===== src/rtl/pci_bus_arbiter_if.sv =====
// PCI arbiter bus bundle: initiator requests, FRAME#/IRDY# observation and arbiter grant outputs.
interface pci_bus_arbiter_if #(
    parameter int N_REQ = 4,
    parameter int ID_W  = 2
);
    logic [N_REQ-1:0] req_n;
    logic             frame_n;
    logic             irdy_n;
    logic [N_REQ-1:0] gnt_n;
    logic [ID_W-1:0]  owner;
    logic             bus_busy;
    logic             gnt_timeout;

    modport master (
        input  req_n, frame_n, irdy_n,
        output gnt_n, owner, bus_busy, gnt_timeout
    );

    modport slave (
        output req_n, frame_n, irdy_n,
        input  gnt_n, owner, bus_busy, gnt_timeout
    );
endinterface


===== src/rtl/pci_bus_arbiter.sv =====
// Central round-robin PCI bus arbiter with bus-idle re-arbitration and unused-grant revocation.
module pci_bus_arbiter #(
    parameter int N_REQ       = 4,
    parameter int ID_W        = 2,
    parameter int GNT_TIMEOUT = 16
) (
    input  logic                 clk,
    input  logic                 rst,
    pci_bus_arbiter_if.master    bus
);
    localparam int CNT_W = $clog2(GNT_TIMEOUT);

    typedef enum logic [1:0] {
        S_IDLE  = 2'd0,
        S_GRANT = 2'd1,
        S_BUSY  = 2'd2
    } state_t;

    state_t           state, state_nxt;
    logic [N_REQ-1:0] gnt_r, gnt_nxt;
    logic [ID_W-1:0]  owner_r, owner_nxt;
    logic [ID_W-1:0]  rr_ptr, rr_nxt;
    logic [CNT_W-1:0] cnt, cnt_nxt;
    logic             busy_r, busy_nxt;
    logic             tmo_r, tmo_nxt;

    logic             bus_idle;
    logic             any_req;
    logic [ID_W-1:0]  sel;
    logic [N_REQ-1:0] own_mask;
    logic             other_req;

    assign bus_idle = bus.frame_n & bus.irdy_n;

    // Round-robin scan starting one past the last granted index.
    always_comb begin
        any_req = 1'b0;
        sel     = rr_ptr;
        for (int unsigned i = 1; i <= N_REQ; i++) begin
            if (!any_req && !bus.req_n[ID_W'((32'(rr_ptr) + i) % N_REQ)]) begin
                any_req = 1'b1;
                sel     = ID_W'((32'(rr_ptr) + i) % N_REQ);
            end
        end
    end

    always_comb begin
        own_mask        = '0;
        own_mask[owner_r] = 1'b1;
        other_req       = |(~bus.req_n & ~own_mask);
    end

    always_comb begin
        state_nxt = state;
        gnt_nxt   = gnt_r;
        owner_nxt = owner_r;
        rr_nxt    = rr_ptr;
        cnt_nxt   = cnt;
        busy_nxt  = busy_r;
        tmo_nxt   = 1'b0;
        case (state)
            S_IDLE: begin
                gnt_nxt  = '1;
                busy_nxt = 1'b0;
                if (any_req && bus_idle) begin
                    gnt_nxt[sel] = 1'b0;
                    owner_nxt    = sel;
                    rr_nxt       = sel;
                    cnt_nxt      = '0;
                    state_nxt    = S_GRANT;
                end
            end
            S_GRANT: begin
                if (!bus.frame_n) begin
                    busy_nxt  = 1'b1;
                    state_nxt = S_BUSY;
                end else if (bus.req_n[owner_r]) begin
                    gnt_nxt   = '1;
                    state_nxt = S_IDLE;
                end else if (cnt == CNT_W'(GNT_TIMEOUT - 1)) begin
                    gnt_nxt   = '1;
                    tmo_nxt   = 1'b1;
                    state_nxt = S_IDLE;
                end else begin
                    cnt_nxt = cnt + 1'b1;
                end
            end
            S_BUSY: begin
                // Once dropped, the grant stays off until the next idle arbitration.
                if (bus.req_n[owner_r] || other_req)
                    gnt_nxt = '1;
                if (bus_idle) begin
                    gnt_nxt   = '1;
                    busy_nxt  = 1'b0;
                    state_nxt = S_IDLE;
                end
            end
            default: begin
                gnt_nxt   = '1;
                busy_nxt  = 1'b0;
                state_nxt = S_IDLE;
            end
        endcase
    end

    always_ff @(posedge clk) begin
        if (rst) begin
            state   <= S_IDLE;
            gnt_r   <= '1;
            owner_r <= '0;
            rr_ptr  <= ID_W'(N_REQ - 1);
            cnt     <= '0;
            busy_r  <= 1'b0;
            tmo_r   <= 1'b0;
        end else begin
            state   <= state_nxt;
            gnt_r   <= gnt_nxt;
            owner_r <= owner_nxt;
            rr_ptr  <= rr_nxt;
            cnt     <= cnt_nxt;
            busy_r  <= busy_nxt;
            tmo_r   <= tmo_nxt;
        end
    end

    assign bus.gnt_n       = gnt_r;
    assign bus.owner       = owner_r;
    assign bus.bus_busy    = busy_r;
    assign bus.gnt_timeout = tmo_r;
endmodule


===== src/flat_wrapper.sv =====
// flat-port wrapper written by rule: the top's interface ports become plain ports
module pci_bus_arbiter_flat 
#(
    parameter int N_REQ       = 4,
    parameter int ID_W        = 2,
    parameter int GNT_TIMEOUT = 16
)
  (clk, rst, bus_req_n, bus_frame_n, bus_irdy_n, bus_gnt_n, bus_owner, bus_bus_busy, bus_gnt_timeout);
  pci_bus_arbiter_if #(.N_REQ(N_REQ), .ID_W(ID_W)) bus_i ();
  input  logic clk;
  input  logic rst;
  input wire logic [$bits(bus_i.req_n)-1:0] bus_req_n;
  input wire logic [$bits(bus_i.frame_n)-1:0] bus_frame_n;
  input wire logic [$bits(bus_i.irdy_n)-1:0] bus_irdy_n;
  output wire logic [$bits(bus_i.gnt_n)-1:0] bus_gnt_n;
  output wire logic [$bits(bus_i.owner)-1:0] bus_owner;
  output wire logic [$bits(bus_i.bus_busy)-1:0] bus_bus_busy;
  output wire logic [$bits(bus_i.gnt_timeout)-1:0] bus_gnt_timeout;
  assign bus_i.req_n = bus_req_n;
  assign bus_i.frame_n = bus_frame_n;
  assign bus_i.irdy_n = bus_irdy_n;
  assign bus_gnt_n = bus_i.gnt_n;
  assign bus_owner = bus_i.owner;
  assign bus_bus_busy = bus_i.bus_busy;
  assign bus_gnt_timeout = bus_i.gnt_timeout;
  pci_bus_arbiter #(.N_REQ(N_REQ), .ID_W(ID_W), .GNT_TIMEOUT(GNT_TIMEOUT)) u_core (.clk(clk), .rst(rst), .bus(bus_i));
endmodule

===== config.mk =====
export PLATFORM = sky130hd
export DESIGN_NAME = pci_bus_arbiter_flat
export DESIGN_NICKNAME = d
export VERILOG_FILES = /design/src/rtl/pci_bus_arbiter_if.sv /design/src/rtl/pci_bus_arbiter.sv /design/src/flat_wrapper.sv
export SDC_FILE = /design/constraint.sdc
export NUM_CORES = 1
export LEC_CHECK = 0
export BUFFER_PORTS_ARGS = -buffer_cell sky130_fd_sc_hd__buf_2
export CAP_MARGIN = 0
export CORE_MARGIN = 8
export CORE_UTILIZATION = 50
export CTS_BUF_LIST = sky130_fd_sc_hd__clkbuf_4 sky130_fd_sc_hd__clkbuf_8
export DETAILED_ROUTE_END_ITERATION = 10
export HOLD_SLACK_MARGIN = 0.15
export PLACE_DENSITY = 0.76
export SLEW_MARGIN = 20
export SYNTH_ARGS = -nofsm -noshare
export SYNTH_HDL_FRONTEND = slang
export SYNTH_SLANG_ARGS = --single-unit
export TNS_END_PERCENT = 100

===== constraint.sdc =====
create_clock -name clk -period 2 [get_ports clk]
set_clock_uncertainty 0.15 [all_clocks]
set_input_delay 0.4 -clock clk [delete_from_list [all_inputs] [get_ports clk]]
set_output_delay 0.4 -clock clk [all_outputs]
set_load 0.1 [all_outputs]

Yosys cells after proc, flatten, opt, wreduce, memory -nomap -nowiden
Index checks and enable logic that the tools add are counted.

Output and inout bits: 8. Latch bits: 0. Bits of input ports: 8. ROM bits: 0. Register bits after elaboration: 16. RAM bits: 0. Word-level logic and storage cells: 104. Memories kept: 0.

Div/mod/pow operators: 0. $lt $le $gt $ge: 8. Equal/unequal tests: 12. Add/subtract/negate cells: 5. Reduce and logical (&&, ||, !) cells: 21. Multipliers: 0. Muxes and demuxes: 44. Bitwise operators: 7. Shift operators: 0.

Operators by type and width (number): 4-bit 2-to-1 mux (10); 2-bit by 3-bit < comparator with 1-bit output (second input constant) (6); 2-bit 2-to-1 mux (9); 1-bit 2-to-1 mux (14); 4-bit NOT (3); 4-bit case mux with 3 select lines (1); 1-bit binary-select mux with 2-bit select (5); 2-bit inequality test (second input constant) (4); 4-bit case mux with 2 select lines (1); 4-bit OR reduction (2); 1-bit logical AND (6); 3-bit by 1-bit inequality test with 1-bit output (second input constant) (2); 2-bit case mux with 3 select lines (1); 3-bit AND reduction (2); 1-bit logical NOT (5); 5-bit AND reduction (1); 2-bit by 1-bit adder with 2-bit output (second input constant) (2); 2-bit adder (second input constant) (2); 4-bit by 1-bit adder with 4-bit output (second input constant) (1); 4-bit AND (1); 1-bit demux with 2-bit select (2); 4-bit == test (second input constant) (1); 2-bit by 1-bit greater-or-equal comparator with 1-bit output (second input constant) (2); 2-bit by 1-bit inequality test with 1-bit output (second input constant) (2); 10 further kinds (12).

Logic depth before layout (Yosys ltp)
Word-level depth: 19. Depth in mapped cells: 6. Depth with buffers taken out: 6.

Worst setup path before layout
OpenSTA, ideal clock, no wires.

Path type: register to register. From: register u_core.owner_r[1] (netlist: u_core.bus.owner[1]). To: register u_core.cnt[3]. Cell stages (with the launch flop): 6. Required time: 1.733 ns. Period minus slack after synthesis: 2.615 ns. Arrival time: 2.348 ns. Path buffers: 0. Library setup time: 0.117 ns. Slack: -0.615 ns. Cells stage by stage: dfxtp_1 -> mux4_2 -> nor4b_4 -> nand4_1 -> xor2_1 -> nor2_1.

Longest elaborated chain between the ends: 4.

Ends and longest elaborated chain: from (decl) (line pci_bus_arbiter.sv:21) `logic [ID_W-1:0] owner_r, owner_nxt;`; from (signal assigned) (line pci_bus_arbiter.sv:118) `owner_r <= owner_nxt;`; 1-bit binary-select mux with 2-bit select (line pci_bus_arbiter.sv:77) `end else if (bus.req_n[owner_r]) begin`; 1-bit 2-to-1 mux (not written as such) (line pci_bus_arbiter.sv:77); 2-bit inequality test (no source line); 5-bit AND reduction (no source line); to (signal assigned) (line pci_bus_arbiter.sv:120) `cnt <= cnt_nxt;`; to (decl) (line pci_bus_arbiter.sv:23) `logic [CNT_W-1:0] cnt, cnt_nxt;`.

No other way between the ends. The select of a mux whose other input is x is not followed. A chain may end at the register's enable or synchronous reset.

Worst setup path in the final report
Ends and elaborated chain as after synthesis.

==> out/qor.yml <==
finalCritPeriodShare: 0.960
ys_types: 35
dp_hpwl_mm: 1.52
drt-vias-per-instance: 5.87
layout_common_cells: "15 x nor2_1, 15 x buf_2, 14 x dfxtp_1"
drive_gt1_frac: 0.283
maxCapViolCount: 0
dp_slack_ns: -0.0231
grt_max_degree: 15
fp.coreArea_sq_um: 1540
grt_pass1_vias: 781
die_x_microns: 56.8
setup_ws_ns: 0.0798
worstPathArrival_ns: 1.96
gp_congestion: 0.809
crit_family: "simple AND/OR/NAND/NOR gates"
syn2layout_area_growth_pct: 22.2
wl_per_cell_microns: 14.3
ir_drop_mv: 0.469
synth_edf_count: 0
synth_top_area_frac: 0.384
end_kind: "register"
hp-class: "input port to register"
start_util: 0.541
cts_buffers: 3
netlist_instances: 95
dieArea_sq_um: 3230
grtUsageTotal: 0.125
ys_ff_latch: 16
rsz0062_at_grt: "no"
critPathMaxFanout: 5
drtPass1Iterations: 4
die_y_microns: 56.8
slew_headroom: 0.677
ant_nets: 0
cp-start-kind: "register"
synth_area_sq_um: 833
cts.path.max_buffers: 2
syn_area_per_cell_sq_um: 8.77
leakage_nw: 0.423
grt_pass1_wl_mm: 3.33
clkTransAtPathRegs_ns: 0.10
crit_required_ns: 2.04
worstMarginPinSlew_ns: 0.487
yosys.area.top_type: "dfxtp_1"
setup_violations: 0
rows: 14
gr-total-overflow: 0
synth.area.top_cells: "dfxtp_1 38%, nor2_1 6.8%, a21oi_1 4.2%"
cts_hold_buf: 0
cts-root-buf: "clkbuf_4"
antenna_found_initial: 0
portBuffers: 15
clk_latency_ns: 0.29
postSynth.asyncResetShare: 0
cts_max_level: 1
hold_violations: 0
vias: 798
n_antenna_cell: 0
synth_flop_cell: "dfxtp_1"
postCtsSetupRepairBufs: 0
drtIter0Drc: 30
io_pins: 16
nNetsFinal: 130
crit_chain: "mux4_2 > nor4b_4 > nand4_1 > xor2_1 > nor2_1"
post-route-drc-count: 0
drt-total-wl_mm: 1.95
power_density_nw_per_um2: 702
period_needed_ns: 1.92
maxClockFrequency_mhz: 521
syn_nets: 104
cts.sinks: 16
critical_path_class: "register to register"
cts_resized: 0
crit_buf_inv: 0
tns_ns: 0
yosysWarnings: 0
cts_tree: "yes"
slowest_delay_ns: 0.56
slowest_stage: "mux4_2"
seq_area_frac_synth: 0.384
finalMaxSlewViolations: 0
status: "complete, no violations"
==> routing by layer <==
layer,share of wire,GRT usage,up-vias
met2,0.48,0.205,18
met3,0.053,0.0427,4
met5,0,0,-
li1,-,-,407
met4,0.018,0.0604,0
met1,0.45,0.140,369
==> synthesized netlist by cell type, drive strengths merged, types with 2 or more instances <==
library cell and instances:
a211oi 3, a21o 2, a21oi 7, a32oi 2
dfxtp 16, nand2 6, nand2b 3, nand3 4
nand3b 3, nand4 4, nor2 15, nor3 2
nor3b 2, o21ai 3, o21bai 3, xor2 2
==> power breakdown <==
part / total [mW] / internal [mW] / switching [mW] / leakage, nW
clock: 0.217 / 0.111 / 0.106 / 0.0210
combinational: 0.156 / 0.0544 / 0.102 / 0.271
sequential: 0.342 / 0.330 / 0.0125 / 0.131
total: 0.715 / 0.495 / 0.220 / 0.423
==> area by class of cell <==
type,count,area (sq um)
fillers,123,523
repair buffers,22,128
multi-input cells,78,509
clock buffers,4,36.3
well taps,16,20.0
flip-flops and latches,16,325
==> cell families (layout without fill, tap and decap cells) <==
family,Yosys count,count (layout),synth area share
AND/OR/NAND/NOR,48,48,0.329
XOR/XNOR,3,3,0.0315
flip-flops,16,16,0.384
AO/OA/AOI/OAI,24,24,0.197
multiplexers,2,2,0.0390
buffers and inverters,1,26,0.00450
adder cells (fa/ha/maj),1,1,0.0150
==> worst paths after layout <==
check | from | end | slack [ns] | depth (start not counted)
max | u_core.bus.owner[1] | u_core.cnt[3] | 0.08 | 5
min | bus_irdy_n | u_core.state[0] | 0.25 | 3
max reg2reg | u_core.bus.owner[1] | u_core.cnt[3] | 0.08 | 5
min reg2reg | u_core.bus.bus_busy | u_core.bus.bus_busy | 0.32 | 2
==> worst reg2reg max path: cells and delay by family (launching register included) <==
family	cells	cell delay, ns
AND/OR/NAND/NOR	3	0.57
XOR/XNOR	1	0.16
multiplexers	1	0.56
flip-flops	1	0.39
==> per-stage QoR <==
step	utilization	area, sq um	cells	power, mW	hold slack, ns
after floorplan	-	838	95	0.457	0.279
final	0.661	1020	136	0.715	0.249
after detailed placement	0.637	982	132	0.504	0.308
after CTS	0.661	1020	136	0.718	0.251
after global placement	0.637	982	132	0.502	0.292
after global routing	0.661	1020	136	0.749	0.260
==> flip-flops by register name, summed over array words and instances, names as in the netlist <==
register,count
u_core.bus.gnt_n,4
u_core.cnt,4
u_core.bus.owner,2
u_core.rr_ptr,2
u_core.state,2
u_core.bus.bus_busy,1
u_core.bus.gnt_timeout,1
(Power assumes the default switching activity.)
